File: config.mk
export PLATFORM = sky130hd
export DESIGN_NAME = eeg_loader
export DESIGN_NICKNAME = d
export VERILOG_FILES = /design/src/rtl/eeg_loader_pkg.sv /design/src/rtl/eeg_skid_fifo.sv /design/src/rtl/eeg_loader.sv
export SDC_FILE = /design/constraint.sdc
export NUM_CORES = 1
export LEC_CHECK = 0
export CAP_MARGIN = 20
export CORE_UTILIZATION = 53
export CTS_BUF_LIST = sky130_fd_sc_hd__clkbuf_4 sky130_fd_sc_hd__clkbuf_8
export CTS_CLUSTER_DIAMETER = 50
export DETAILED_ROUTE_END_ITERATION = 8
export PLACE_DENSITY = 0.82
export SYNTH_ARGS = -nofsm -noshare
export SYNTH_HDL_FRONTEND = slang
export SYNTH_SLANG_ARGS = --single-unit
File: constraint.sdc
create_clock -name clk -period 2.6 [get_ports clk]
set_clock_uncertainty 0.1 [all_clocks]
set_input_delay 0.52 -clock clk [delete_from_list [all_inputs] [get_ports clk]]
set_output_delay 0.52 -clock clk [all_outputs]
set_load 0.01 [all_outputs]
File: src/rtl/eeg_loader_pkg.sv
// eeg_loader_pkg: shared types, constants and the ADC-to-intermediate conversion for the EEG loader.
package eeg_loader_pkg;
   localparam int NUM_PATCHES     = 60;
   localparam int PATCH_LEN       = 64;
   localparam int ADC_BITWIDTH    = 16;
   localparam int EEG_NUM_SAMPLES = NUM_PATCHES * PATCH_LEN;
   localparam int ADC_MIDSCALE    = 1 << (ADC_BITWIDTH - 1);

   typedef logic [ADC_BITWIDTH-1:0]                 AdcData_t;
   typedef logic [15:0]                             IntResAddr_t;
   typedef logic [15:0]                             IntResDouble_t;
   typedef logic [$clog2(EEG_NUM_SAMPLES+1)-1:0]    EegCnt_t;

   typedef enum logic [1:0] {EEG_LD_IDLE, EEG_LD_LOAD, EEG_LD_DRAIN} EegLoaderState_t;
   typedef enum logic {SINGLE_WIDTH, DOUBLE_WIDTH} MemWidth_t;
   typedef enum logic [2:0] {INT_RES_SW_FX, INT_RES_DW_FX} MemFormat_t;

   localparam IntResAddr_t EEG_INPUT_MEM_BASE = 16'h0000;

   // Centring in 16 bits is a plain wrap-around subtract; the shift then keeps the sign.
   function automatic IntResDouble_t adc_to_word(input AdcData_t d, input int unsigned shift);
      return IntResDouble_t'($signed(d - AdcData_t'(ADC_MIDSCALE)) >>> shift);
   endfunction
endpackage

File: src/rtl/eeg_skid_fifo.sv
// eeg_skid_fifo: two-entry FIFO of converted words between the ADC accept and the memory write port.
module eeg_skid_fifo
   import eeg_loader_pkg::*;
(
   input  logic          clk,
   input  logic          rst_n,
   input  logic          push,
   input  IntResDouble_t din,
   input  logic          pop,
   output IntResDouble_t dout,
   output logic          full,
   output logic          empty
);
   IntResDouble_t mem [2];
   logic [1:0]    cnt;
   logic          wp, rp;

   assign dout  = mem[rp];
   assign full  = cnt == 2'd2;
   assign empty = cnt == 2'd0;

   always_ff @(posedge clk or negedge rst_n) begin
      if (!rst_n) begin
         mem[0] <= '0;
         mem[1] <= '0;
         cnt    <= '0;
         wp     <= 1'b0;
         rp     <= 1'b0;
      end else begin
         if (push) mem[wp] <= din;
         wp  <= wp ^ push;
         rp  <= rp ^ pop;
         cnt <= cnt + {1'b0, push} - {1'b0, pop};
      end
   end
endmodule

File: src/rtl/eeg_loader.sv
// eeg_loader: streams one EEG epoch from the ADC into intermediate-result memory,
// centring each sample and writing it to consecutive addresses from BASE_ADDR.
module eeg_loader
   import eeg_loader_pkg::*;
#(
   parameter int unsigned NUM_SAMPLES = EEG_NUM_SAMPLES,
   parameter IntResAddr_t BASE_ADDR   = EEG_INPUT_MEM_BASE,
   parameter int unsigned ADC_SHIFT   = 0
) (
   input  logic          clk,
   input  logic          rst_n,
   input  logic          start,
   input  logic          adc_valid,
   input  AdcData_t      adc_data,
   output logic          adc_ready,
   output logic          mem_wr_req,
   output IntResAddr_t   mem_wr_addr,
   output IntResDouble_t mem_wr_data,
   output logic          mem_wr_width,
   output logic [2:0]    mem_wr_format,
   input  logic          mem_wr_gnt,
   output logic          busy,
   output logic          done,
   output logic          err_stray
);
   EegLoaderState_t state, state_nxt;
   EegCnt_t         accept_cnt, write_cnt;
   logic            full, empty, push, pop, done_nxt, last_in, last_out;

   assign last_in       = accept_cnt == EegCnt_t'(NUM_SAMPLES - 1);
   assign last_out      = write_cnt == EegCnt_t'(NUM_SAMPLES - 1);
   assign adc_ready     = (state == EEG_LD_LOAD) && !full && (accept_cnt < EegCnt_t'(NUM_SAMPLES));
   assign push          = adc_valid && adc_ready;
   assign pop           = mem_wr_req && mem_wr_gnt;
   assign mem_wr_req    = !empty;
   assign mem_wr_addr   = BASE_ADDR + IntResAddr_t'(write_cnt);
   assign mem_wr_width  = DOUBLE_WIDTH;
   assign mem_wr_format = INT_RES_DW_FX;
   assign busy          = state != EEG_LD_IDLE;

   eeg_skid_fifo u_fifo (
      .clk   (clk),
      .rst_n (rst_n),
      .push  (push),
      .din   (adc_to_word(adc_data, ADC_SHIFT)),
      .pop   (pop),
      .dout  (mem_wr_data),
      .full  (full),
      .empty (empty)
   );

   always_comb begin
      state_nxt = state;
      done_nxt  = 1'b0;
      unique case (state)
         EEG_LD_IDLE:  state_nxt = start ? EEG_LD_LOAD : EEG_LD_IDLE;
         EEG_LD_LOAD:  state_nxt = (push && last_in) ? EEG_LD_DRAIN : EEG_LD_LOAD;
         EEG_LD_DRAIN: begin
            done_nxt  = pop && last_out;
            state_nxt = done_nxt ? EEG_LD_IDLE : EEG_LD_DRAIN;
         end
         default:      state_nxt = EEG_LD_IDLE;
      endcase
   end

   always_ff @(posedge clk or negedge rst_n) begin
      if (!rst_n) begin
         state      <= EEG_LD_IDLE;
         accept_cnt <= '0;
         write_cnt  <= '0;
         done       <= 1'b0;
         err_stray  <= 1'b0;
      end else begin
         state <= state_nxt;
         done  <= done_nxt;
         if (state == EEG_LD_IDLE && start) begin
            accept_cnt <= '0;
            write_cnt  <= '0;
            err_stray  <= 1'b0;
         end else begin
            accept_cnt <= accept_cnt + EegCnt_t'(push);
            write_cnt  <= write_cnt + EegCnt_t'(pop);
            if (state == EEG_LD_IDLE && adc_valid) err_stray <= 1'b1;
         end
      end
   end
endmodule

==> results of run 1 <==
kinds of logic after synthesis:
family | share of synthesized area, %
other cells | 0.245
fa+ha+maj | 3.68
compound gates | 6.58
simple gates | 12.8
flops | 52.4
buf+inv | 4.50
xor+xnor | 2.58
mux | 17.2
routing by layer:
layer / GRT usage (%) / share of wire (%) / vias to the layer above
met5: 0 / 0 / -
met4: 8.89 / 1.0 / 0
met3: 7.29 / 5.0 / 7
met2: 37.5 / 50 / 55
met1: 27.7 / 44 / 1089
li1: - / - / 1037
path summary, 6_finish.rpt:
| path | from | end | slack (ps) | cells past startpoint |
|---|---|---|---|---|
| setup / recovery | start | accept_cnt[6] | 110 | 10 |
| hold / removal | rst_n | u_fifo.mem[26] | 100 | 1 |
| setup reg to reg | accept_cnt[9] | accept_cnt[6] | 290 | 8 |
| hold reg to reg | u_fifo.rp | u_fifo.rp | 390 | 1 |
| max in group asynchronous | rst_n | accept_cnt[4] | 1670 | 2 |
| min in group clk | u_fifo.rp | u_fifo.rp | 390 | 1 |
Yosys cell counts (4+ instances only):
cell type	count
a21oi_1	16
and2_1	6
buf_2	5
buf_4	8
clkbuf_1	4
dfrtp_1	64
ha_1	9
inv_1	10
mux2_2	45
nand2_1	7
nand3_1	11
nor2_1	9
o21ai_0	9
o31ai_1	6
or3_1	6
or4_1	6
xnor2_1	5
xor2_1	4
sequential cells by signal (all words and copies together), names as in the netlist:
signal	count
done	1
accept_cnt	12
err_stray	1
u_fifo.mem	32
state	2
u_fifo.wp	1
u_fifo.rp	1
write_cnt	12
u_fifo.cnt	2
power by group through the flow:
stage	registers, mW	clock network (mW)	logic (mW)
floorplan	1.62	0	1.06
global placement	1.65	0	1.79
detailed placement	1.68	0	1.86
CTS	1.67	1.00	1.86
global route	1.73	1.04	1.99
finish	1.67	0.978	1.84
metrics by stage:
step	instances	setup WS, ps	hold WS (ps)
after global routing	402	1.78	137
final	402	108	103
after CTS	402	22.3	108
after floorplan	263	66.6	124
after detailed placement	386	-326	384
after global placement	386	-183	357
worst max-delay path, delay by kind of cell:
family	cells	cell delay, ps
compound gates	2	470
fa+ha+maj	2	410
buf+inv	2	570
simple gates	4	660
cell type report:
cell class | count | area, um2 | share of cell area, %
Tap cell | 72 | 90.1 | 2.26
Sequential cell | 64 | 1600 | 40.2
Multi-Input combinational cell | 172 | 1350 | 33.8
Clock inverter | 5 | 78.8 | 1.98
Clock buffer | 11 | 151 | 3.80
Timing Repair Buffer | 68 | 676 | 17.0
Inverter | 10 | 37.5 | 0.943
==> flow_summary.ini, run 1 <==
[status]
status = complete, no violations

[clock_network]
cts_sinks = 64
numCtsBuffers = 9
cts-resized-gates = 0
cts_hold_buf = 0
cts-htree-levels = 3
cts_tree = yes
clk_path_buf_depth = 2
post_cts_buffers = 0
clk_pin_slew_worst_paths_ps = 70
clk_latency_ps = 340
root_buffer = clkbuf_8

[placement]
hpwl_mm = 4.27
postPlaceCellArea_um2 = 3750
gp_congestion = 0.750
port_buffers = 53

[floorplanning]
die_h_um = 78.0
die_area_um2 = 6080
start_util_pct = 55.2
num_rows = 27
pin_count = 62
core_area_um2 = 5540
dieWidth_um = 78.0

[grt]
overflow = 0
grt_max_degree = 37
grt_first_pass_wirelength_mm = 10.5
antenna_found_initial = 0
grt_pass1_vias = 2223
track_usage_pct = 22.7

[routing]
drc = 0
drtAntennaViolNets = 0
routed_wl_mm = 6.22
drtPass1Iterations = 4
wl_per_cell_um = 15.5
drt-vias-per-instance = 5.44
vias = 2188
drtIter0Drc = 41

[critical_path]
crit_chain = clkdlybuf4s50_1 -> or3b_2 -> nand2_1 -> a211oi_2 -> ha_1 -> ha_1 -> nand3_2 -> buf_4 -> or3_1 -> a21oi_1
crit_top_cell = ha_1
worst-path-max-fanout = 6
critPathRequiredTime_ps = 2760
slowest_stage = clkdlybuf4s50_1
cp-start-kind = input pin
endpoint_kind = register
arrival_ps = 2650
max_stage_delay_ps = 410
path_class = input pin to register

[power_and_ir_drop]
p_int_mw = 3.10
p_per_area_nw_per_um2 = 1130
switchingPower_mw = 1.38
irDropWorstVdd_v = 0.000538
finalPower_mw = 4.49
combPwrFrac_pct = 40.9
power_switching_share_pct = 30.8
power.leakage_nw = 1.68
p_seq_share_pct = 37.3
p_clk_share_pct = 21.8

[timing]
setup_tns_ps = 0
report.final.slew_viol_count = 0
setup_viol = 0
rsz0062_at_grt = false
max_freq_mhz = 401
min_period_ps = 2490
tightest_slew_ps = 656
fin_crit_sh_pct = 95.9
slew_headroom_pct = 56.3
hold_viol_final = 0

[job]
max_cap_viol_count = 0

[yosys]
synth_top_cell_by_area = dfrtp_1
ys_top_cells_by_area = dfrtp_1 52%, mux2_2 17%, ha_1 3.7%
synth_ff_type = dfrtp_1
synth.distinct_cells = 37
synth_enable_flop_cells = 0
ys_seq_elements = 64
syn-cell-area_um2 = 3060
ys.warnings.count = 0
synth_top_area_share_pct = 52.4
avgSynthCellArea_um2 = 11.9
syn_inst = 257
yosysSeqAreaShare_pct = 52.4
asyncSetResetFlopFracSynth_pct = 100

[layout]
layout_common_cells = 64 x dfrtp_1, 52 x clkdlybuf4s50_1, 45 x mux2_2
drive_gt1_share_pct = 25.8
nNetsFinal = 355
layout.cell_area.non_filler_um2 = 3980
antenna_cells = 0
areaGrowthSynthToFinish_pct = 30.2
n_fill_cell = 417
fin_util_pct = 71.9
layout_commonest_cell = dfrtp_1

[min_path]
holdCritPathClass = input pin to async pin
Note: power is estimated with default switching activity, not from simulation.
==> inputs of run 2 (changes only) <==
--- a/config.mk
+++ b/config.mk
@@ -6,11 +6,15 @@
 export NUM_CORES = 1
 export LEC_CHECK = 0
 export CAP_MARGIN = 20
-export CORE_UTILIZATION = 53
+export CELL_PAD_IN_SITES_DETAIL_PLACEMENT = 0
+export CELL_PAD_IN_SITES_GLOBAL_PLACEMENT = 1
+export CORE_ASPECT_RATIO = 0.8
+export CORE_UTILIZATION = 42
 export CTS_BUF_LIST = sky130_fd_sc_hd__clkbuf_4 sky130_fd_sc_hd__clkbuf_8
 export CTS_CLUSTER_DIAMETER = 50
 export DETAILED_ROUTE_END_ITERATION = 8
-export PLACE_DENSITY = 0.82
+export MAX_ROUTING_LAYER = met4
+export PLACE_DENSITY_LB_ADDON = 0.1
 export SYNTH_ARGS = -nofsm -noshare
 export SYNTH_HDL_FRONTEND = slang
 export SYNTH_SLANG_ARGS = --single-unit
==> flow_summary.ini, run 2 (synthesis gave the netlist of run 1 again) <==
[critical_path]
cp_top_family = simple AND/OR/NAND/NOR gates
rr_worst_depth = 7
max_stage_delay_ps = 470
r2r_start = accept_cnt[9]
endpoint_kind = register
arrival_ps = 2560
worst-path-max-fanout = 3
r2r_slack_ps = 360
critPathRequiredTime_ps = 2760
cp-start-kind = input pin
rr_endpoint = accept_cnt[10]
path_class = input pin to register
critical_path_buf_inv_count = 1
crit_top_cell = ha_1
slowest_stage = or4_1
cp.depth = 9
crit_chain = clkdlybuf4s50_1 -> or3b_2 -> nand2_1 -> a211oi_2 -> ha_1 -> ha_1 -> nand3_2 -> or4_1 -> a21oi_1

[grt]
track_usage_pct = 18.5
overflow = 0
grt_max_degree = 43
grt_first_pass_wirelength_mm = 10.7
antenna_found_initial = 0
grt_most_used_layer = met2
grt_use_met3_pct = 5.88
grt_pass1_vias = 2229
grt_use_met1_pct = 25.6
gr-usage-met2_pct = 25.9

[clock_network]
numCtsBuffers = 9
root_buffer = clkbuf_8
cts-htree-levels = 3
clk_path_buf_depth = 2
clk_pin_slew_worst_paths_ps = 70
cts_sinks = 64
cts_tree = yes
clk_latency_ps = 340

[timing]
hold_viol_final = 0
setup_viol = 0
min_period_ps = 2400
hold_ws_ps = 67.3
fin_crit_sh_pct = 92.4
report.final.slew_viol_count = 0
slew_headroom_pct = 62.5
tightest_slew_ps = 562
max_freq_mhz = 416
rsz0062_at_grt = false

[placement]
place_inst = 401
hpwl_mm = 4.12
port_buffers = 53
gp_congestion = 0.782

[power_and_ir_drop]
irDropWorstVdd_v = 0.000612
power.leakage_nw = 1.66
finalPower_mw = 4.32
p_per_area_nw_per_um2 = 1090

[layout]
nNetsFinal = 355
areaGrowthSynthToFinish_pct = 29.5
final_cells = 417
antenna_cells = 0
layout_common_cells = 64 x dfrtp_1, 52 x clkdlybuf4s50_1, 45 x mux2_2
top_register = u_fifo.mem
fin_util_pct = 56.9
reg_top3 = u_fifo.mem (32), accept_cnt (12), write_cnt (12)
layout_commonest_cell = dfrtp_1
largest_reg_flops = 32
drive_gt1_share_pct = 25.8
n_fill_cell = 613

[floorplanning]
num_rows = 27
dieWidth_um = 97.4
start_util_pct = 44.0
pin_count = 62
die_area_um2 = 7630
die_h_um = 78.3
core_area_um2 = 6960

[routing]
routed_wl_mm = 6.01
vias = 2137
drtPass1Iterations = 4
drt-vias-per-instance = 5.12
drtIter0Drc = 113
wl_per_cell_um = 14.4
drc = 0
drtAntennaViolNets = 0

[status]
status = complete, no violations

[job]
max_cap_viol_count = 0

[min_path]
holdCritPathClass = input pin to async pin
[run 2: changes by cell type in the layout (fill, tap and decap cells not counted), sizes merged]
cell	previous run	this run
bufinv	2	1
clkbuf	11	10
clkinvlp	0	2
[run 2: power by group]
part           total (mW)  switching, mW  leakage (nW)  internal (mW)
registers            1.65          0.263         0.786           1.38
logic                1.83          0.703         0.777           1.13
clock network       0.842          0.394        0.0955          0.448
[run 2: worst max-delay path by stage]
stage	start	end	slack (ps)
floorplan	start	accept_cnt[10]	70
global placement	start	accept_cnt[10]	-200
detailed placement	start	accept_cnt[10]	-260
CTS	start	accept_cnt[11]	110
global route	start	accept_cnt[10]	70
finish	start	accept_cnt[10]	200
[run 2: metal layers]
| metal | part of all wire, % | wire, um | vias up |
|---|---|---|---|
| li1 | - | - | 1039 |
| met1 | 53 | 3160 | 1038 |
| met2 | 41 | 2500 | 54 |
| met3 | 4.6 | 277 | 6 |
| met4 | 1.3 | 76 | 0 |
| met5 | 0 | 0 | - |
[run 2: what timing repair did]
action                     CTS  global route
hold endpoints to repair     0             0
gates resized for setup      0             1
setup endpoints to repair    0             6
hold buffers                 0             0
setup buffers                0             0
[run 2: worst register-to-register path: stages (launching register included)]
cell and delay, ps:
dfrtp_1 430, and3_1 230, a211oi_2 300, ha_1 210
ha_1 180, nand3_2 80, or4_1 470, a21oi_1 150
[run 2: cell type report]
cell class,instances,area [um2],area share [%]
Multi-Input combinational cell,172,1350,34.0
Clock inverter,6,60.1,1.52
Sequential cell,64,1600,40.4
Inverter,10,37.5,0.947
Timing Repair Buffer,68,676,17.1
Clock buffer,10,131,3.32
Tap cell,87,109,2.75
[run 2: stage by stage]
step	area [um2]	worst slack, ps	TNS [ps]
6_report	3960	198	0
5_1_grt	3960	65.4	0
4_1_cts	3960	106	0
3_5_place_dp	3770	-258	-4180
3_3_place_gp	3770	-202	-3130
2_1_floorplan	3080	66.6	0
